===== config.mk =====
export PLATFORM = sky130hd
export DESIGN_NAME = pvr_texel_fetch
export DESIGN_NICKNAME = d
export VERILOG_FILES = /design/src/rtl/pvr_texel_fetch.sv
export SDC_FILE = /design/constraint.sdc
export NUM_CORES = 1
export LEC_CHECK = 0
export ABC_AREA = 1
export BUFFER_PORTS_ARGS = -buffer_cell sky130_fd_sc_hd__buf_2
export CORE_MARGIN = 2
export CORE_UTILIZATION = 25
export DETAILED_ROUTE_END_ITERATION = 7
export GPL_TIMING_DRIVEN = 0
export MAX_ROUTING_LAYER = met4
export PLACE_DENSITY = 0.48
export RECOVER_POWER = 50
export SETUP_SLACK_MARGIN = 0.4
export SYNTH_ARGS = -nofsm -noshare
export SYNTH_HDL_FRONTEND = slang
export SYNTH_SLANG_ARGS = --single-unit

===== constraint.sdc =====
create_clock -name clock -period 8.6 [get_ports clock]
set_clock_uncertainty 0.2 [all_clocks]
set_input_delay 0.86 -clock clock [delete_from_list [all_inputs] [get_ports clock]]
set_output_delay 0.86 -clock clock [all_outputs]
set_load 0.02 [all_outputs]

===== src/rtl/pvr_texel_fetch.sv =====
// -----------------------------------------------------------------------------
// pvr_texel_fetch
//
// Texel fetch front end for the PVR 64-bit read cache. A texel request carries
// a VRAM byte address and a pixel format. The block turns it into a 64-bit word
// read, then picks the 16-, 8- or 4-bit texel out of the returned word and
// offers it on a valid/ready output. The last fetched word is kept together
// with its word address (the tag). A request that falls in that same word is
// answered from the stored copy and issues no memory read.
//
// A read that gets no answer within TIMEOUT wait cycles is aborted. The block
// then returns a zero texel flagged with texel_err.
//
// Ports
//   clock, reset_n     system clock, asynchronous active-low reset
//   req_valid/ready    texel request handshake (ready only while idle)
//   req_addr[31:0]     VRAM byte address of the texel
//   req_fmt[1:0]       0=16bpp, 1=8bpp, 2=4bpp, 3=reserved (handled as 16bpp)
//   req_nib            4bpp nibble select (0=low, 1=high)
//   inval              one-cycle pulse: VRAM was written, drop the stored word
//   mem_addr[28:0]     word address presented to the cache
//   mem_rd             one-cycle read strobe to the cache
//   mem_valid          one-cycle read-data strobe from the cache
//   mem_readdata[63:0] word returned by the cache
//   texel_valid/ready  texel output handshake
//   texel_data[15:0]   extracted texel, zero-extended
//   texel_err          marks a timed-out request (texel_data is then 0)
// -----------------------------------------------------------------------------
module pvr_texel_fetch #(
    parameter int unsigned TIMEOUT = 255
) (
    input  logic        clock,
    input  logic        reset_n,
    input  logic        req_valid,
    output logic        req_ready,
    input  logic [31:0] req_addr,
    input  logic [1:0]  req_fmt,
    input  logic        req_nib,
    input  logic        inval,
    output logic [28:0] mem_addr,
    output logic        mem_rd,
    input  logic        mem_valid,
    input  logic [63:0] mem_readdata,
    output logic        texel_valid,
    input  logic        texel_ready,
    output logic [15:0] texel_data,
    output logic        texel_err
);

    // RD is the single cycle in which mem_rd is high. WAIT follows it.
    typedef enum logic [1:0] {
        S_IDLE = 2'd0,
        S_RD   = 2'd1,
        S_WAIT = 2'd2,
        S_OUT  = 2'd3
    } state_t;

    localparam logic [7:0] TIMEOUT_CNT = 8'(TIMEOUT);

    state_t      state;
    state_t      state_next;

    // Stored word and its tag. tag_valid alone qualifies them, so the word and
    // tag registers themselves need no reset.
    logic [63:0] word;
    logic [28:0] tag;
    logic        tag_valid;

    // Request fields held across the memory round trip.
    logic [2:0]  lane;
    logic [1:0]  fmt;
    logic        nib;

    logic [7:0]  wait_cnt;
    logic [7:0]  wait_cnt_inc;
    logic        inval_seen;

    logic        accept;
    logic        hit;
    logic        resp;
    logic        expire;

    // Pick the texel from a 64-bit word. Lane 0 is the least significant byte.
    function automatic logic [15:0] extract_texel(
        input logic [63:0] w,
        input logic [2:0]  b,
        input logic [1:0]  f,
        input logic        n
    );
        logic [7:0] byte_val;
        byte_val = w[{b, 3'b000} +: 8];
        case (f)
            2'd1:    extract_texel = {8'd0, byte_val};
            2'd2:    extract_texel = {12'd0, (n ? byte_val[7:4] : byte_val[3:0])};
            default: extract_texel = w[{b[2:1], 4'b0000} +: 16];
        endcase
    endfunction

    assign accept       = (state == S_IDLE) & req_valid;
    // An inval in the accept cycle makes the stored word stale, so the
    // request counts as a miss.
    assign hit          = tag_valid & (req_addr[31:3] == tag) & ~inval;
    assign resp         = (state == S_WAIT) & mem_valid;
    assign wait_cnt_inc = wait_cnt + 8'd1;
    assign expire       = (state == S_WAIT) & ~mem_valid & (wait_cnt_inc == TIMEOUT_CNT);

    // State register
    always_ff @(posedge clock or negedge reset_n) begin
        if (!reset_n) begin
            state <= S_IDLE;
        end else begin
            state <= state_next;
        end
    end

    // Next-state logic
    always_comb begin
        state_next = state;
        case (state)
            S_IDLE: begin
                if (req_valid) begin
                    state_next = hit ? S_OUT : S_RD;
                end
            end
            S_RD: begin
                state_next = S_WAIT;
            end
            S_WAIT: begin
                if (mem_valid || expire) begin
                    state_next = S_OUT;
                end
            end
            S_OUT: begin
                if (texel_ready) begin
                    state_next = S_IDLE;
                end
            end
            default: state_next = S_IDLE;
        endcase
    end

    // Output decode
    always_comb begin
        req_ready   = (state == S_IDLE);
        mem_rd      = (state == S_RD);
        texel_valid = (state == S_OUT);
    end

    // Control and output registers
    always_ff @(posedge clock or negedge reset_n) begin
        if (!reset_n) begin
            mem_addr   <= '0;
            tag_valid  <= 1'b0;
            wait_cnt   <= '0;
            inval_seen <= 1'b0;
            texel_data <= '0;
            texel_err  <= 1'b0;
        end else begin
            if (accept) begin
                mem_addr   <= req_addr[31:3];
                wait_cnt   <= '0;
                inval_seen <= 1'b0;
            end

            // Remember an inval seen while the read is outstanding. The word
            // it returns may predate that VRAM write.
            if (((state == S_RD) || (state == S_WAIT)) && inval) begin
                inval_seen <= 1'b1;
            end

            if ((state == S_WAIT) && !mem_valid) begin
                wait_cnt <= wait_cnt_inc;
            end

            if (accept && hit) begin
                texel_data <= extract_texel(word, req_addr[2:0], req_fmt, req_nib);
                texel_err  <= 1'b0;
            end

            if (resp) begin
                texel_data <= extract_texel(mem_readdata, lane, fmt, nib);
                texel_err  <= 1'b0;
                tag_valid  <= ~inval_seen;
            end

            if (expire) begin
                texel_data <= '0;
                texel_err  <= 1'b1;
                tag_valid  <= 1'b0;
            end

            if ((state == S_OUT) && texel_ready) begin
                texel_err <= 1'b0;
            end

            // An inval always wins over any tag update in the same cycle.
            if (inval) begin
                tag_valid <= 1'b0;
            end
        end
    end

    // Datapath registers, qualified by the control state above
    always_ff @(posedge clock) begin
        if (accept) begin
            lane <= req_addr[2:0];
            fmt  <= req_fmt;
            nib  <= req_nib;
        end
        if (resp) begin
            word <= mem_readdata;
            tag  <= mem_addr;
        end
    end

endmodule


==> run_results.csv, run 1 <==
group,metric,value,unit
outcome,status,"finished with violations",
outcome,violations,"capacitance limit, slew limit",
placement,place_congestion,0.892,
logic_synthesis,yosys_warnings,0,
logic_synthesis,yosysUniqueCellTypes,32,
finish,syn2layout_area_growth,22.0,%
finish,drive_above_1_share,0.135,
route,routed_wl,28500,um
placement,dp.final_hpwl,21300,um
die,core,0.0335,mm^2
logic_synthesis,yosys.area.top_type,"edfxtp_1",
clocking,ctsResizeCount,0,
logic_synthesis,syn_area_per_cell,8.03,um^2
clocking,path_clk_slew,0.07,ns
sta,setup_viol_count_final,0,
critical_path,crit_required,8.78,ns
global_routing,gr-total-overflow,0,
clocking,cts.root.buffer_cell,"clkbuf_16",
die,die_x,188,um
sta,slew_headroom,-1.32,
clocking,cts_buffers,17,
route,drt_first_pass_iters,5,
route,drtIter0Drc,553,
route,drt-vias-per-instance,4.51,
global_routing,grt_pass1_vias,7469,
clocking,htree_levels,4,
critical_path,r2r_setup_slack,4.05,ns
critical_path,critPathMaxFanout,68,
logic_synthesis,synth_edf_count,99,
die,start_util,0.253,
power,p_leak,4.91,nW
critical_path,r2r_start,"state[0]$_DFFE_PN0P_",
logic_synthesis,synth_seq_cells,157,
finish,design_area,0.0104,mm^2
clocking,cts_buffer_depth,2,
logic_synthesis,netlist_instances,1058,
critical_path,crit_path_start_kind,"flip-flop",
logic_synthesis,synthFlopType,"edfxtp_1",
sta,slew_violations,91,
hold_path,holdPathStages,0,
critical_path,critPathArrivalTime,4.73,ns
global_routing,grtUsageTotal,0.167,
sta,final.setup.worst_slack,4.05,ns
route,antenna_left,0,
clocking,cts_tree,"done",
sta,fin_tns_setup,0,ns
logic_synthesis,synth_fp_nets,1173,
sta,fin_crit_sh,0.529,
placement,port_buffers,153,
die,rows,67,
route,drc_errors,0,
critical_path,r2r_cells,11,
finish,final.fill_count,3691,
clocking,clock_sinks,157,
logic_synthesis,seq_area_frac_synth,0.521,
sta,holdWs,0.276,ns
finish,fin_nets,1346,
global_routing,grt_max_degree,69,
route,avgRoutedWirePerCell,16.8,um
placement,place_area,0.00985,mm^2
die,die_area,0.0355,mm^2
power,ir_worst_vdd,171,uV
sta,grt_setup_unrepaired,"false",
global_routing,grt_pass1_wl,43300,um
hold_path,min_to,"tag[2]$_DFFE_PP_",
finish,fin_util,0.309,
hold_path,hp-start,"mem_addr[2]$_DFFE_PN0P_",
sta,fmax,0.220,GHz
hold_path,hold_class,"flip-flop to flip-flop",
critical_path,crit_type,"flip-flop to flip-flop",
sta,worst_pin_slew,3.48,ns
placement,dpl_worst_slack,5.30,ns
logic_synthesis,syn_area,0.00849,mm^2
critical_path,r2r-end,"texel_data[5]$_DFFE_PN0P_",
logic_synthesis,synth_async_sr_flop_share,0.369,
critical_path,end_kind,"flip-flop",
route,vias,7642,
sta,period_needed,4.55,ns
sta,finalHoldViolCount,0,
logic_synthesis,synth_top_area_share,0.350,
global_routing,antenna_found_initial,3,
logic_synthesis,synth_area_leaders,"edfxtp_1, dfrtp_1, nand2_1",
die,boundaryPins,154,
job,cap_violations,2,
clocking,insertion_delay,0.44,ns
clocking,cts-hold-fix-buffers,0,
clocking,cts_setup_buffers,0,
power,powerDensity,261,mW/mm^2
die,die_h,188,um
worst max path at each step:
stage | start | to | depth (start not counted) | slack [ns]
2_1_floorplan | mem_valid | texel_data[10]$_DFFE_PN0P_ | 7 | 4.46
3_3_place_gp | mem_valid | texel_data[10]$_DFFE_PN0P_ | 8 | 2.48
3_5_place_dp | mem_valid | texel_data[10]$_DFFE_PN0P_ | 9 | 5.30
4_1_cts | state[0]$_DFFE_PN0P_ | texel_data[10]$_DFFE_PN0P_ | 10 | 5.56
5_1_grt | state[0]$_DFFE_PN0P_ | texel_data[5]$_DFFE_PN0P_ | 11 | 3.66
6_report | state[0]$_DFFE_PN0P_ | texel_data[5]$_DFFE_PN0P_ | 11 | 4.05
layer usage:
metal | part of all wire | global-route usage
met5 | 0 | -
met3 | 0.070 | 0.0445
met2 | 0.47 | 0.271
met4 | 0.014 | 0.0424
met1 | 0.44 | 0.206
worst max-delay path, cell delays in order, from the launching register on:
cell and delay, ns:
dfrtp_1 0.39, inv_1 0.07, ha_1 0.22, nand2_1 0.19, clkinvlp_2 1.40, buf_16 0.75, nor2_1 0.39, buf_2 0.35
nand3_1 0.16, nand4_1 0.17, nand3_1 0.09, nand2_1 0.07
through the flow:
stage | instances | total power (W)
6_report | 1695 | 0.00271
5_1_grt | 1695 | 0.00288
4_1_cts | 1692 | 0.00275
3_5_place_dp | 1660 | 0.00199
3_3_place_gp | 1659 | 0.00198
2_1_floorplan | 1058 | 0.00163
state kept, by name (all words and copies together), names as in the netlist:
name	flops
word	64
tag	29
wait_cnt	8
lane	3
state	2
fmt	2
texel_data	16
mem_addr	29
inval_seen	1
tag_valid	1
nib	1
texel_err	1
cell usage in the layout (no fill, tap or decap), types with 6 or more instances in the layout:
| master | instances |
|---|---|
| a21oi_1 | 32 |
| a22o_1 | 9 |
| buf_2 | 113 |
| clkbuf_1 | 81 |
| clkbuf_16 | 17 |
| dfrtp_1 | 58 |
| edfxtp_1 | 99 |
| ha_1 | 10 |
| inv_1 | 163 |
| inv_6 | 7 |
| nand2_1 | 315 |
| nand3_1 | 126 |
| nand4_1 | 25 |
| nor2_1 | 59 |
| o21ai_0 | 71 |
| o22ai_1 | 6 |
| xnor2_1 | 7 |
kinds of logic (layout without fill, tap and decap cells):
family / count (synthesis) / count (layout) / synth area share
simple gates: 538 / 538 / 0.271
xor+xnor: 8 / 8 / 0.00825
other cells: 0 / 3 / 0
fa+ha+maj: 10 / 10 / 0.0147
buf+inv: 216 / 402 / 0.101
compound gates: 129 / 129 / 0.0838
flops: 157 / 157 / 0.521
final cells by class:
type / instances / area [um^2] / share of cell area
multi-input combinational: 685 / 3200 / 0.309
clock inverter: 15 / 149 / 0.0144
sequential: 157 / 4420 / 0.427
timing repair buffer: 154 / 727 / 0.0702
clock buffer: 17 / 425 / 0.0411
inverter: 169 / 636 / 0.0614
buffer: 47 / 226 / 0.0219
antenna: 3 / 7.51 / 0.000725
tap: 448 / 561 / 0.0541
report_power, final:
group / total, W / internal, W / leakage (nW) / switching, W
clock network: 0.000753 / 0.000385 / 0.276 / 0.000367
registers: 0.00111 / 0.00101 / 1.65 / 0.0000990
logic: 0.000851 / 0.000259 / 2.99 / 0.000592
synth_stat cells, types with 4 or more instances:
cell type	number
nor2_2	6
edfxtp_1	99
o22ai_1	6
inv_2	5
o211ai_1	5
xnor2_1	7
nand3_1	126
clkbuf_1	28
nor2_1	58
a21oi_1	32
inv_1	164
nand2_1	315
buf_2	13
dfrtp_1	58
buf_6	4
ha_1	10
a22o_1	9
o21ai_0	71
nand4_1	25
Note: power is estimated with default switching activity, not from simulation.
==> run 2: changes to the inputs <==
ABC_AREA = 0   (was 1)
PLACE_DENSITY = 0.5   (was 0.48)
clock period = 4 ns   (was 8.6 ns; I/O delays follow)
==> run 2 against run 1 <==
Effect of this change:
- the run still ends with capacitance limit, slew limit left
- wire length down 16%
- sequential power up 130%
- critical path depth shrank 2
==> run_results.csv, run 2 <==
group,metric,value,unit
outcome,status,"finished with violations",
finish,final.fill_count,3117,
critical_path,crit_required,4.12,ns
global_routing,met3_usage,0.0268,
critical_path,end_kind,"flip-flop",
global_routing,grtUsageTotal,0.152,
sta,period_needed,2.99,ns
critical_path,r2r_start,"state[0]$_DFFE_PN0P_",
clocking,htree_levels,4,
placement,dp.final_hpwl,17500,um
global_routing,grt_pass1_wl,36400,um
finish,stdcell_count,1217,
die,die_x,181,um
logic_synthesis,syn_area_per_cell,13.8,um^2
clocking,cts_setup_buffers,0,
die,boundaryPins,154,
clocking,insertion_delay,0.42,ns
route,drtIter0Drc,462,
logic_synthesis,seq_area_frac_synth,0.566,
critical_path,critPathMaxFanout,10,
critical_path,r2r_cells,9,
clocking,cts_buffers,17,
placement,numPlacedInstances,1117,
die,rows,64,
die,core,0.0307,mm^2
global_routing,met2_usage,0.242,
sta,worst_pin_slew,1.61,ns
placement,place_congestion,0.887,
finish,largestRegisters,"word x64, mem_addr x29, tag x29",
finish,regMostFlops,"word",
logic_synthesis,synth_async_sr_flop_share,0.369,
clocking,ctsResizeCount,0,
sta,finalHoldViolCount,0,
finish,fin_nets,923,
critical_path,r2r_setup_slack,1.01,ns
global_routing,gr-total-overflow,0,
finish,syn2layout_area_growth,31.1,%
power,powerDensity,603,mW/mm^2
global_routing,antenna_found_initial,0,
finish,diodes,0,
logic_synthesis,synth_fp_nets,682,
sta,slew_violations,59,
die,die_area,0.0327,mm^2
global_routing,grt_max_degree,59,
finish,largest_register_ffs,64,
finish,layout_commonest_cell,"edfxtp_1",
logic_synthesis,synthTopCellsByCount,"edfxtp_1, dfrtp_1, mux2_2",
route,antenna_left,0,
route,avgRoutedWirePerCell,19.7,um
route,drc_errors,0,
clocking,cts.root.buffer_cell,"clkbuf_16",
logic_synthesis,synth_seq_cells,157,
finish,drive_above_1_share,0.253,
global_routing,grtUsageMet1,0.197,
power,ir_worst_vdd,293,uV
sta,fin_crit_sh,0.747,
global_routing,grt_pass1_vias,5989,
route,drt_first_pass_iters,5,
job,cap_violations,1,
hold_path,hp-start,"req_addr[19]",
outcome,violations,"capacitance limit, slew limit",
hold_path,hold_class,"input pin to flip-flop",
critical_path,crit_type,"flip-flop to flip-flop",
logic_synthesis,yosysMostFrequentCell,"edfxtp_1",
route,vias,5855,
route,drt-vias-per-instance,4.81,
route,routed_wl,23900,um
sta,fmax,0.335,GHz
logic_synthesis,syn_area,0.00781,mm^2
sta,fin_tns_setup,0,ns
hold_path,holdPathStages,2,
clocking,cts_tree,"done",
logic_synthesis,synth_area_leaders,"edfxtp_1, dfrtp_1, mux4_2",
logic_synthesis,yosys_warnings,0,
global_routing,top_usage_layer,"met2",
finish,layout_common_cells,"edfxtp_1, clkbuf_1, buf_2",
placement,place_area,0.00911,mm^2
sta,setup_viol_count_final,0,
critical_path,r2r-end,"texel_data[8]$_DFFE_PN0P_",
logic_synthesis,synth_top_area_share,0.380,
power,p_leak,3.80,nW
clocking,path_clk_slew,0.07,ns
logic_synthesis,synthFlopType,"edfxtp_1",
hold_path,min_to,"mem_addr[16]$_DFFE_PN0P_",
sta,grt_setup_unrepaired,"false",
die,die_h,181,um
placement,port_buffers,153,
critical_path,crit_path_start_kind,"flip-flop",
logic_synthesis,yosys.area.top_type,"edfxtp_1",
logic_synthesis,synth_edf_count,99,
sta,slew_headroom,-0.0715,
logic_synthesis,yosysUniqueCellTypes,61,
clocking,cts_buffer_depth,2,
clocking,clock_sinks,157,
logic_synthesis,netlist_instances,567,
finish,design_area,0.0102,mm^2
die,start_util,0.255,
critical_path,critPathArrivalTime,3.11,ns
## run 2: cells by family after synthesis
group           share of synthesized area
simple gates                       0.0815
compound gates                     0.0849
flops                               0.566
buf+inv                            0.0306
xor+xnor                           0.0303
fa+ha+maj                          0.0160
mux                                 0.191
## run 2: worst max-delay path: stages, from the launching register on
cell and delay [ns]:
dfrtp_1 0.41, inv_1 0.10, ha_1 0.27, nand2_1 0.24, inv_1 0.45, and4_1 0.26, clkbuf_1 0.33, buf_2 0.31
nor3_1 0.07, nor3_1 0.23
## run 2: per-stage QoR
stage	power [W]	hold slack (ns)	util	worst slack, ns
2_1_floorplan	0.00385	-0.0956	-	0.791
3_3_place_gp	0.00462	0.244	0.296	-0.253
3_5_place_dp	0.00464	0.250	0.297	0.900
4_1_cts	0.00628	0.000859	0.337	0.948
5_1_grt	0.00652	0.0239	0.334	0.662
6_report	0.00618	0.0337	0.334	1.01
## run 2: worst max path at each step
stage	to	slack [ns]	depth (start not counted)	startpoint
after floorplan	tag[0]$_DFFE_PP_	0.79	6	state[0]$_DFFE_PN0P_
after global placement	word[6]$_DFFE_PP_	-0.25	6	state[0]$_DFFE_PN0P_
after detailed placement	texel_data[8]$_DFFE_PN0P_	0.90	9	req_addr[5]
after CTS	texel_data[9]$_DFFE_PN0P_	0.95	9	state[0]$_DFFE_PN0P_
after global routing	texel_data[15]$_DFFE_PN0P_	0.66	9	state[0]$_DFFE_PN0P_
final	texel_data[8]$_DFFE_PN0P_	1.01	9	state[0]$_DFFE_PN0P_
## run 2: power by group
| group | internal, W | leakage [nW] | switching, W |
|---|---|---|---|
| combinational | 0.000812 | 1.90 | 0.00127 |
| sequential | 0.00228 | 1.62 | 0.000239 |
| clock | 0.000865 | 0.284 | 0.000708 |
## run 2: area by class of cell
cell class | instances | area (um^2) | area share
clock inverters | 12 | 98.8 | 0.00964
plain buffers | 32 | 164 | 0.0160
clock buffers | 20 | 468 | 0.0457
repair buffers | 222 | 1370 | 0.133
well taps | 396 | 495 | 0.0483
inverters | 21 | 78.8 | 0.00769
flip-flops and latches | 157 | 4420 | 0.432
multi-input cells | 357 | 3150 | 0.308
## run 2: layer usage
metal,vias to the layer above,part of all wire
met1,2946,0.45
met3,28,0.048
met5,-,0
met2,191,0.48
li1,2690,-
met4,0,0.021
## run 2: timing repair
action | CTS | global route
endpoints found under the setup margin | 0 | 0
hold buffers | 65 | 3
endpoints found under the hold margin | 122 | 3
